==> src/rtl/axi2mem_pkg.sv <==
// Shared types and constants for the axi2mem read/write command arbiter.
package axi2mem_pkg;

    localparam int unsigned CMD_ADDR_WIDTH = 32;
    localparam int unsigned CMD_ID_WIDTH   = 6;
    localparam int unsigned NUM_LANES      = 2;

    // Arbiter state: free, or locked to one channel until its last beat is accepted
    typedef enum logic [1:0] {
        IDLE    = 2'd0,
        LOCK_RD = 2'd1,
        LOCK_WR = 2'd2
    } arb_state_e;

    localparam logic OWN_RD = 1'b0;
    localparam logic OWN_WR = 1'b1;

    // One 64-bit beat as presented on the two 32-bit command lanes
    typedef struct packed {
        logic [NUM_LANES-1:0]                     req;
        logic [NUM_LANES-1:0][CMD_ADDR_WIDTH-1:0] add;
        logic [NUM_LANES-1:0][CMD_ID_WIDTH-1:0]   id;
        logic [NUM_LANES-1:0]                     last;
    } trans_cmd_t;

    // True when the two lanes disagree (01 or 10)
    function automatic logic lanes_split(input logic [NUM_LANES-1:0] v);
        return v[0] ^ v[1];
    endfunction

endpackage

==> src/rtl/axi2mem_trans_arbiter.sv <==
// Burst-granular round-robin arbiter sharing the two-lane TCDM command queue
// between the axi2mem read and write channels. Command path is combinational.
module axi2mem_trans_arbiter
    import axi2mem_pkg::*;
#(
    parameter int unsigned ADDR_WIDTH = CMD_ADDR_WIDTH,
    parameter int unsigned ID_WIDTH   = CMD_ID_WIDTH
) (
    input  logic                      clk_i,
    input  logic                      rst_ni,

    input  logic [1:0]                rd_req_i,
    input  logic [1:0][ADDR_WIDTH-1:0] rd_add_i,
    input  logic [1:0][ID_WIDTH-1:0]   rd_id_i,
    input  logic [1:0]                rd_last_i,
    output logic [1:0]                rd_gnt_o,

    input  logic [1:0]                wr_req_i,
    input  logic [1:0][ADDR_WIDTH-1:0] wr_add_i,
    input  logic [1:0][ID_WIDTH-1:0]   wr_id_i,
    input  logic [1:0]                wr_last_i,
    output logic [1:0]                wr_gnt_o,

    output logic [1:0]                cmd_req_o,
    output logic [1:0][ADDR_WIDTH-1:0] cmd_add_o,
    output logic [1:0][ID_WIDTH-1:0]   cmd_id_o,
    output logic [1:0]                cmd_last_o,
    output logic                      cmd_we_o,
    input  logic [1:0]                cmd_gnt_i,

    output logic                      busy_o,
    output logic                      owner_o,
    output logic                      err_o
);

    arb_state_e state_q, state_d;
    logic       ptr_q, ptr_d;
    logic       err_q, err_d;

    logic       sel;
    logic [1:0] sel_req;
    logic [1:0] sel_last;
    logic       gnt_all;
    logic       req_split;
    logic       accept;
    logic       last_all;
    logic       last_bad;

    // Selected requester: pointer while free, owner while locked
    always_comb begin
        sel       = ptr_q;
        if (state_q == LOCK_RD) sel = OWN_RD;
        if (state_q == LOCK_WR) sel = OWN_WR;
        sel_req   = (sel == OWN_WR) ? wr_req_i  : rd_req_i;
        sel_last  = (sel == OWN_WR) ? wr_last_i : rd_last_i;
        gnt_all   = (cmd_gnt_i == 2'b11);
        req_split = lanes_split(sel_req);
        accept    = (sel_req == 2'b11) && gnt_all;
        last_all  = (sel_last == 2'b11);
        last_bad  = lanes_split(sel_last);
    end

    // State, round-robin pointer and sticky error flag
    always_ff @(posedge clk_i or negedge rst_ni) begin
        if (!rst_ni) begin
            state_q <= IDLE;
            ptr_q   <= OWN_RD;
            err_q   <= 1'b0;
        end else begin
            state_q <= state_d;
            ptr_q   <= ptr_d;
            err_q   <= err_d;
        end
    end

    // Next state: hold lock until the owner's last beat is accepted
    always_comb begin
        state_d = state_q;
        ptr_d   = ptr_q;
        err_d   = err_q | req_split | (accept & last_bad);
        case (state_q)
            IDLE: begin
                if (accept) begin
                    if (last_all) begin
                        ptr_d = ~sel;
                    end else begin
                        state_d = (sel == OWN_WR) ? LOCK_WR : LOCK_RD;
                    end
                end else if (sel_req == 2'b00) begin
                    // Pointer faces a silent requester: offer to the other side
                    ptr_d = ~ptr_q;
                end
            end
            LOCK_RD, LOCK_WR: begin
                if (accept && last_all) begin
                    state_d = IDLE;
                    ptr_d   = ~sel;
                end
            end
            default: begin
                state_d = IDLE;
                ptr_d   = OWN_RD;
            end
        endcase
    end

    // Grants and forwarded command; lanes are only ever granted together
    always_comb begin
        rd_gnt_o   = 2'b00;
        wr_gnt_o   = 2'b00;
        if (gnt_all) begin
            if (sel == OWN_WR) wr_gnt_o = 2'b11;
            else               rd_gnt_o = 2'b11;
        end
        // A lane-split request never reaches the queue
        cmd_req_o  = (accept) ? 2'b11 : 2'b00;
        cmd_add_o  = (sel == OWN_WR) ? wr_add_i : rd_add_i;
        cmd_id_o   = (sel == OWN_WR) ? wr_id_i  : rd_id_i;
        cmd_last_o = sel_last;
        cmd_we_o   = (sel == OWN_WR);
        busy_o     = (state_q != IDLE);
        owner_o    = sel;
        err_o      = err_q;
    end

endmodule

==> config.mk <==
export PLATFORM = sky130hd
export DESIGN_NAME = axi2mem_trans_arbiter
export DESIGN_NICKNAME = d
export VERILOG_FILES = /design/src/rtl/axi2mem_pkg.sv /design/src/rtl/axi2mem_trans_arbiter.sv
export SDC_FILE = /design/constraint.sdc
export NUM_CORES = 1
export LEC_CHECK = 0
export ABC_AREA = 1
export CORE_AREA = 5 5 95 97
export CTS_CLUSTER_SIZE = 14
export DETAILED_ROUTE_END_ITERATION = 7
export DIE_AREA = 0 0 100 102
export GPL_ROUTABILITY_DRIVEN = 0
export PLACE_DENSITY = 0.8
export SLEW_MARGIN = 5
export SYNTH_ARGS = -nofsm -noshare
export SYNTH_HDL_FRONTEND = slang
export SYNTH_SLANG_ARGS = --single-unit
export TNS_END_PERCENT = 5
==> constraint.sdc <==
create_clock -name clk_i -period 2.6 [get_ports clk_i]
set_input_delay 0.26 -clock clk_i [delete_from_list [all_inputs] [get_ports clk_i]]
set_output_delay 0.26 -clock clk_i [all_outputs]
set_load 0.01 [all_outputs]
==> results of run 1 <==
==> worst paths after layout <==
check,start,end,slack (ns),depth (start not counted)
setup / recovery,state_q[1],cmd_req_o[0],0.11,13
hold / removal,rst_ni,ptr_q,0.25,1
setup reg to reg,state_q[1],state_q[0],0.38,14
hold reg to reg,err_o,err_o,0.47,1
max in group asynchronous,rst_ni,state_q[0],2.19,1
min in group clk_i,err_o,err_o,0.47,1
==> sequential cells by signal, indices dropped and copies added, names as in the netlist <==
name	cells
err_o	1
ptr_q	1
state_q	2
==> power groups by stage <==
stage / Combinational (mW) / Clock, mW / Sequential, mW
2_1_floorplan: 1.75 / 0 / 0.0991
3_3_place_gp: 3.55 / 0 / 0.101
3_5_place_dp: 3.62 / 0 / 0.104
4_1_cts: 3.65 / 0.136 / 0.103
5_1_grt: 3.98 / 0.139 / 0.105
6_report: 3.62 / 0.130 / 0.103
==> critical path: cells and delay by family, from the launching register on <==
family,cells,cell delay [ns]
buf+inv,6,0.62
simple gates,4,0.54
fa+ha+maj,2,0.40
flops,1,0.38
compound gates,1,0.08
==> layer usage <==
layer  up-vias  part of all wire, %
met1      1125                   36
met2       128                   53
met4         0                  1.5
li1       1385                    -
met5         -                    0
met3        12                  9.4
==> area by class of cell <==
| type | count | area, µm² | area share (%) |
|---|---|---|---|
| well taps | 105 | 131 | 3.29 |
| inverters | 10 | 37.5 | 0.939 |
| multi-input cells | 272 | 1120 | 28.0 |
| clock buffers | 3 | 41.3 | 1.03 |
| repair buffers | 256 | 2560 | 64.2 |
| flip-flops and latches | 4 | 100 | 2.50 |
| diodes | 1 | 2.50 | 0.0626 |
==> Yosys cell counts <==
master and n:
or2_1 1, nor2_1 3, nand2_1 249, buf_2 9, ha_1 7, o21ai_2 1
o21ai_1 3, a21oi_1 1, a211o_1 1, dfrtp_1 4, inv_1 8, inv_2 2
buf_4 13, o21ai_0 2, nand4_1 1, nand2_2 1, nand3_1 2
==> logic make-up after synthesis <==
logic type                 count (synthesis)  synth area share, %
AOI/OAI and AO/OA                          8                 3.42
adders and majority gates                  7                 6.30
buffers and inverters                     32                 13.0
DFF                                        4                 7.20
and+or+nand+nor                          257                 70.1
==> repair_timing <==
action                     CTS  global route
setup endpoints to repair   26            52
gates cloned                 0             0
hold buffers                 0             0
gates resized for setup      5             4
==> stage by stage <==
step / setup WS [ns] / TNS, ns / utilization (%) / std cells / hold slack, ns
2_1_floorplan: 0.646 / 0 / - / 308 / -0.0356
3_3_place_gp: 0.169 / 0 / 48.8 / 647 / 0.446
3_5_place_dp: 0.0839 / 0 / 48.8 / 647 / 0.456
4_1_cts: 0.0306 / 0 / 49.4 / 650 / 0.245
5_1_grt: -0.0271 / -0.0875 / 49.6 / 650 / 0.255
6_report: 0.110 / 0 / 49.7 / 651 / 0.247
==> results.md, run 1 <==
* CP max FO at 8
* Clock power share at 3.4%
* Tightest Hold Check Type: in -> async
* # IOs at 252
* CTS HTree Levels at 1
* Reg clk slew, reported paths at 0.03 ns
* Core area at 8050 µm²
* Sequential share of the synthesized area at 7.20%
* Commonest cells after routing, fill and taps aside: nand2_1 (249), clkdlybuf4s50_1 (249), inv_1 (8), ha_1 (7)
* Endpoints failing setup at 0
* Fin nets at 718
* Largest net degree at the start of global routing at 51
* Initial antenna violation count at 0
* Synthesized Nets at 479
* Post-synthesis cell count at 308
* Layout cell share with drive strength beyond 1 at 2.39%
* Leakage at 1.94 nW
* Cell taking the most area after synthesis: nand2_1
* Worst setup SP type: register
* Die Wd at 100 µm
* DRT Pass-1 Iters at 4
* Gr busiest metal: met2
* CP Cell Sequence: inv_1 -> ha_1 -> inv_1 -> nand2_1 -> nand2_4 -> inv_2 -> or2_1 -> o21ai_2 -> inv_2 -> ha_1 -> nand3_2 -> inv_1 -> dlygate4sd2_1
* Pwr Density at 963 nW/µm²
* Std cell rows at 33
* Gr ovfl total at 0
* Final Hold Vio Count at 0
* DRC at 0
* Setup Skew at 0.00206 ns
* WL/cell at 13.8 µm
* Overall routing resource usage at 15.8%
* Final min period at 2.49 ns
* Crit path kind: reg -> out
* Total CTS buffers at 3
* Area contributors post-synth: nand2_1 (67%), dfrtp_1 (7.2%), buf_4 (7.0%), ha_1 (6.3%), buf_2 (3.2%)
* Cell Area, Synth at 1390 µm²
* CTS tree: yes
* Part of the power in registers at 2.7%
* Post-route cell area at 4000 µm²
* Maximum VDD drop at 697 µV
* Placed Instance Area at 3930 µm²
* Switching Fraction at 47.4%
* Worst-Skew Late Latency at 0.22 ns
* Synth Warn # at 0
* Sw Pwr at 1.83 mW
* CTS root buffer: clkbuf_8
* Initial drt markers at 59
* Register bit count reported by yosys at 4
* CP max stage delay at 0.38 ns
* Dominant cell type by count on the critical path: inv_1
* First-pass GRT wire length at 13000 µm
* Die H at 102 µm
* Clock tree sinks at 4
* GR Layer Usage met1 at 16.7%
* Initial Util at 17.3%
* Status: complete, no violations
* Vias at 2650
* Synthesized area per cell at 4.51 µm²
* Number of global-route vias before repair at 2621
* Fmax at 402 MHz
* Drt via density at 4.07
* Max Slew Vio Count at 0
* Max cap viols at 0
* Final total power at 3.85 mW
* Grt met2 use at 30.7%
* CP endpoint kind: primary output
* Worst EP required at 2.34 ns
* WP data arrival at 2.23 ns
* Final Cycle Share at 95.8%
* Slew @ Worst Pin at 0.310 ns
* PortBufs at 251
* Post-CTS Setup Inserts at 0
* Hpwl dp at 7850 µm
* RSZ-0062 raised after global routing: yes
* # fillers at 773
* Worst slew margin at 79.3%
* Slowest-stage cell, CP: dfrtp_1
* Clk buf depth at 2
* Post-DRT Antenna Nets at 0
* Die Area at 10200 µm²
* Drt total wl at 8970 µm
* Met3 usage at 4.51%
* Area share of the largest cell type after synthesis at 67.2%
* Synth cell types at 17
* Combinational share of power at 93.9%
* P&R area growth vs syn at 188%
* Int Pwr at 2.02 mW
No activity file was read; power rests on OpenSTA's default activity.
==> run 2: changes to the inputs <==
==> constraint.sdc (replaced) <==
create_clock -name clk_i -period 2.4 [get_ports clk_i]
set_input_delay 0.24 -clock clk_i [delete_from_list [all_inputs] [get_ports clk_i]]
set_output_delay 0.24 -clock clk_i [all_outputs]
set_load 0.01 [all_outputs]
==> run 2 against run 1 <==
Combinational power rose by 9.1%. Non-clock buffer count rose by 3. Die area did not move. First-iteration DRC count fell by 37%. Critical endpoint is now cmd_add_o[15]. Critical path type unchanged. Core utilization rose by 1.6 points. Hold slack got worse by 0.019 ns. Flip-flop and latch count did not move. Critical path depth fell by 3. Clock-buffer cell count did not move. Largest power group unchanged. Via count rose by 0.94%. Sequential power rose by 11%.
==> results.md, run 2 (synthesized netlist as in run 1, its figures left out) <==
* Worst slew margin at 86.5%
* # IOs at 252
* Post-DRT Antenna Nets at 0
* Hold buffers post-CTS at 0
* Initial antenna violation count at 1
* Die Area at 10200 µm²
* RSZ-0062 raised after global routing: yes
* CP Cell Sequence: inv_1 -> ha_1 -> inv_1 -> nand2_1 -> nand2_2 -> buf_6 -> buf_12 -> nand2_1 -> nand2_1 -> clkdlybuf4s50_1
* WL/cell at 13.7 µm
* Reg2Reg Setup Slack at 0.16 ns
* Final Cycle Share at 97.8%
* Clk buf depth at 2
* Maximum VDD drop at 667 µV
* CP endpoint kind: primary output
* Core area at 8050 µm²
* Initial Util at 17.3%
* Endpoints failing setup at 0
* Reg clk slew, reported paths at 0.03 ns
* WP data arrival at 2.11 ns
* Worst r2r path cells at 17
* Final Hold Vio Count at 0
* Setup Skew at 0.00404 ns
* Drt via density at 4.10
* DRC at 0
* Worst path bufs/invs at 5
* Slew @ Worst Pin at 0.200 ns
* Die Wd at 100 µm
* CP max stage delay at 0.54 ns
* Gr ovfl total at 0
* First-pass GRT wire length at 12700 µm
* Vias at 2675
* Fmax at 426 MHz
* CTS root buffer: clkbuf_8
* Overall routing resource usage at 15.3%
* Number of global-route vias before repair at 2559
* Worst EP required at 2.16 ns
* Fin nets at 721
* Worst setup SP type: register
* Worst-Skew Late Latency at 0.22 ns
* Die H at 102 µm
* Biggest register: state_q
* Max reg flops at 2
* CTS tree: yes
* CTS HTree Levels at 1
* Drt total wl at 8940 µm
* Commonest non-fill, non-tap cell in the layout: nand2_1
* Status: complete, no violations
* Max Slew Vio Count at 0
* Slowest-stage cell, CP: clkdlybuf4s50_1
* Total CTS buffers at 3
* P&R area growth vs syn at 197%
* Initial drt markers at 37
* Std cell rows at 33
* CP max FO at 30
* Diodes inserted at 0
* Dominant cell type by count on the critical path: nand2_1
* Tightest Hold Check Type: in -> async
* Pwr Density at 1020 nW/µm²
* Commonest cells after routing, fill and taps aside: nand2_1 (249), clkdlybuf4s50_1 (214), dlymetal6s2s_1 (35), inv_1 (8), ha_1 (7)
* WHS at 0.228 ns
* DRT Pass-1 Iters at 3
* Clock tree sinks at 4
* Leakage at 2.31 nW
* Hpwl dp at 7660 µm
* Delay-heaviest family, CP: buffers and inverters
* Reg2reg end: ptr_q
* Max cap viols at 0
* Critical Path Start: state_q[1]
* Largest net degree at the start of global routing at 51
* PortBufs at 251
* Crit path kind: reg -> out
* Layout cell share with drive strength beyond 1 at 3.10%
* Reg-to-reg startpoint: state_q[1]
* Placed Instance Area at 3940 µm²
* Post-route cell area at 4120 µm²
* Final min period at 2.35 ns
## run 2: cell count changes in the layout (fill, tap and decap cells not counted)
cell	delta
buf_12	+4
diode_2	-1
dlymetal6s2s_1	+35
clkbuf_8	-1
nand2_2	+1
clkbuf_2	+2
nand3_2	-1
nand2_4	-1
buf_4	+1
nand3_1	+1
dlygate4sd2_1	-2
buf_8	-1
clkdlybuf4s50_1	-35
## run 2: final cells by class
| cell class | count | area, µm² |
|---|---|---|
| clock buffer | 3 | 41.3 |
| sequential | 4 | 100 |
| tap | 105 | 131 |
| timing repair buffer | 259 | 2700 |
| fill | 768 | 3930 |
| multi-input combinational | 272 | 1110 |
| inverter | 10 | 37.5 |
## run 2: timing repair
| action | 4_1_cts | 5_1_grt |
|---|---|---|
| buffers inserted | 0 | 1 |
| gates resized for setup | 7 | 48 |
| gates cloned | 0 | 0 |
| setup endpoints to repair | 79 | 84 |
## run 2: through the flow
stage / setup slack (ns) / util [%] / TNS, ns / power [mW] / instances
after floorplan: 0.466 / - / 0 / 2.00 / 308
after global placement: 0.139 / 49.0 / 0 / 3.98 / 649
after detailed placement: 0.0539 / 49.0 / 0 / 4.05 / 649
after CTS: -0.00112 / 49.7 / -0.00116 / 4.27 / 652
after global routing: -0.0696 / 51.2 / -1.60 / 4.60 / 653
final: 0.0539 / 51.2 / 0 / 4.20 / 653
## run 2: layer usage
layer / routed length, µm / track usage [%]
met5: 13 / 0
met4: 226 / 4.35
met3: 757 / 3.28
met2: 4550 / 29.1
met1: 3390 / 17.2
## run 2: worst reg2reg max path, stage by stage, from the launching register on
cell and delay (ns):
dfrtp_1 0.39, inv_1 0.08, ha_1 0.17, inv_1 0.08, nand2_1 0.06, nand2_2 0.11, inv_2 0.09, or2_1 0.22
o21ai_2 0.08, inv_2 0.04, ha_1 0.20, nand3_1 0.10, buf_4 0.13, a21oi_1 0.05, o21ai_0 0.09, nand2_1 0.09
nand2_1 0.07, nand2_1 0.06
## run 2: power breakdown
group | internal [mW] | total [mW] | switching (mW)
combinational | 2.02 | 3.95 | 1.93
clock | 0.107 | 0.143 | 0.0361
sequential | 0.0913 | 0.114 | 0.0228
total | 2.22 | 4.20 | 1.99
## run 2: worst max path at each step
stage               cells past startpoint       endpoint
finish                                 10  cmd_add_o[15]
global placement                       13   cmd_req_o[0]
CTS                                    10  cmd_add_o[17]
detailed placement                     12   cmd_req_o[0]
floorplan                              13   cmd_req_o[0]
global route                           10  cmd_add_o[31]
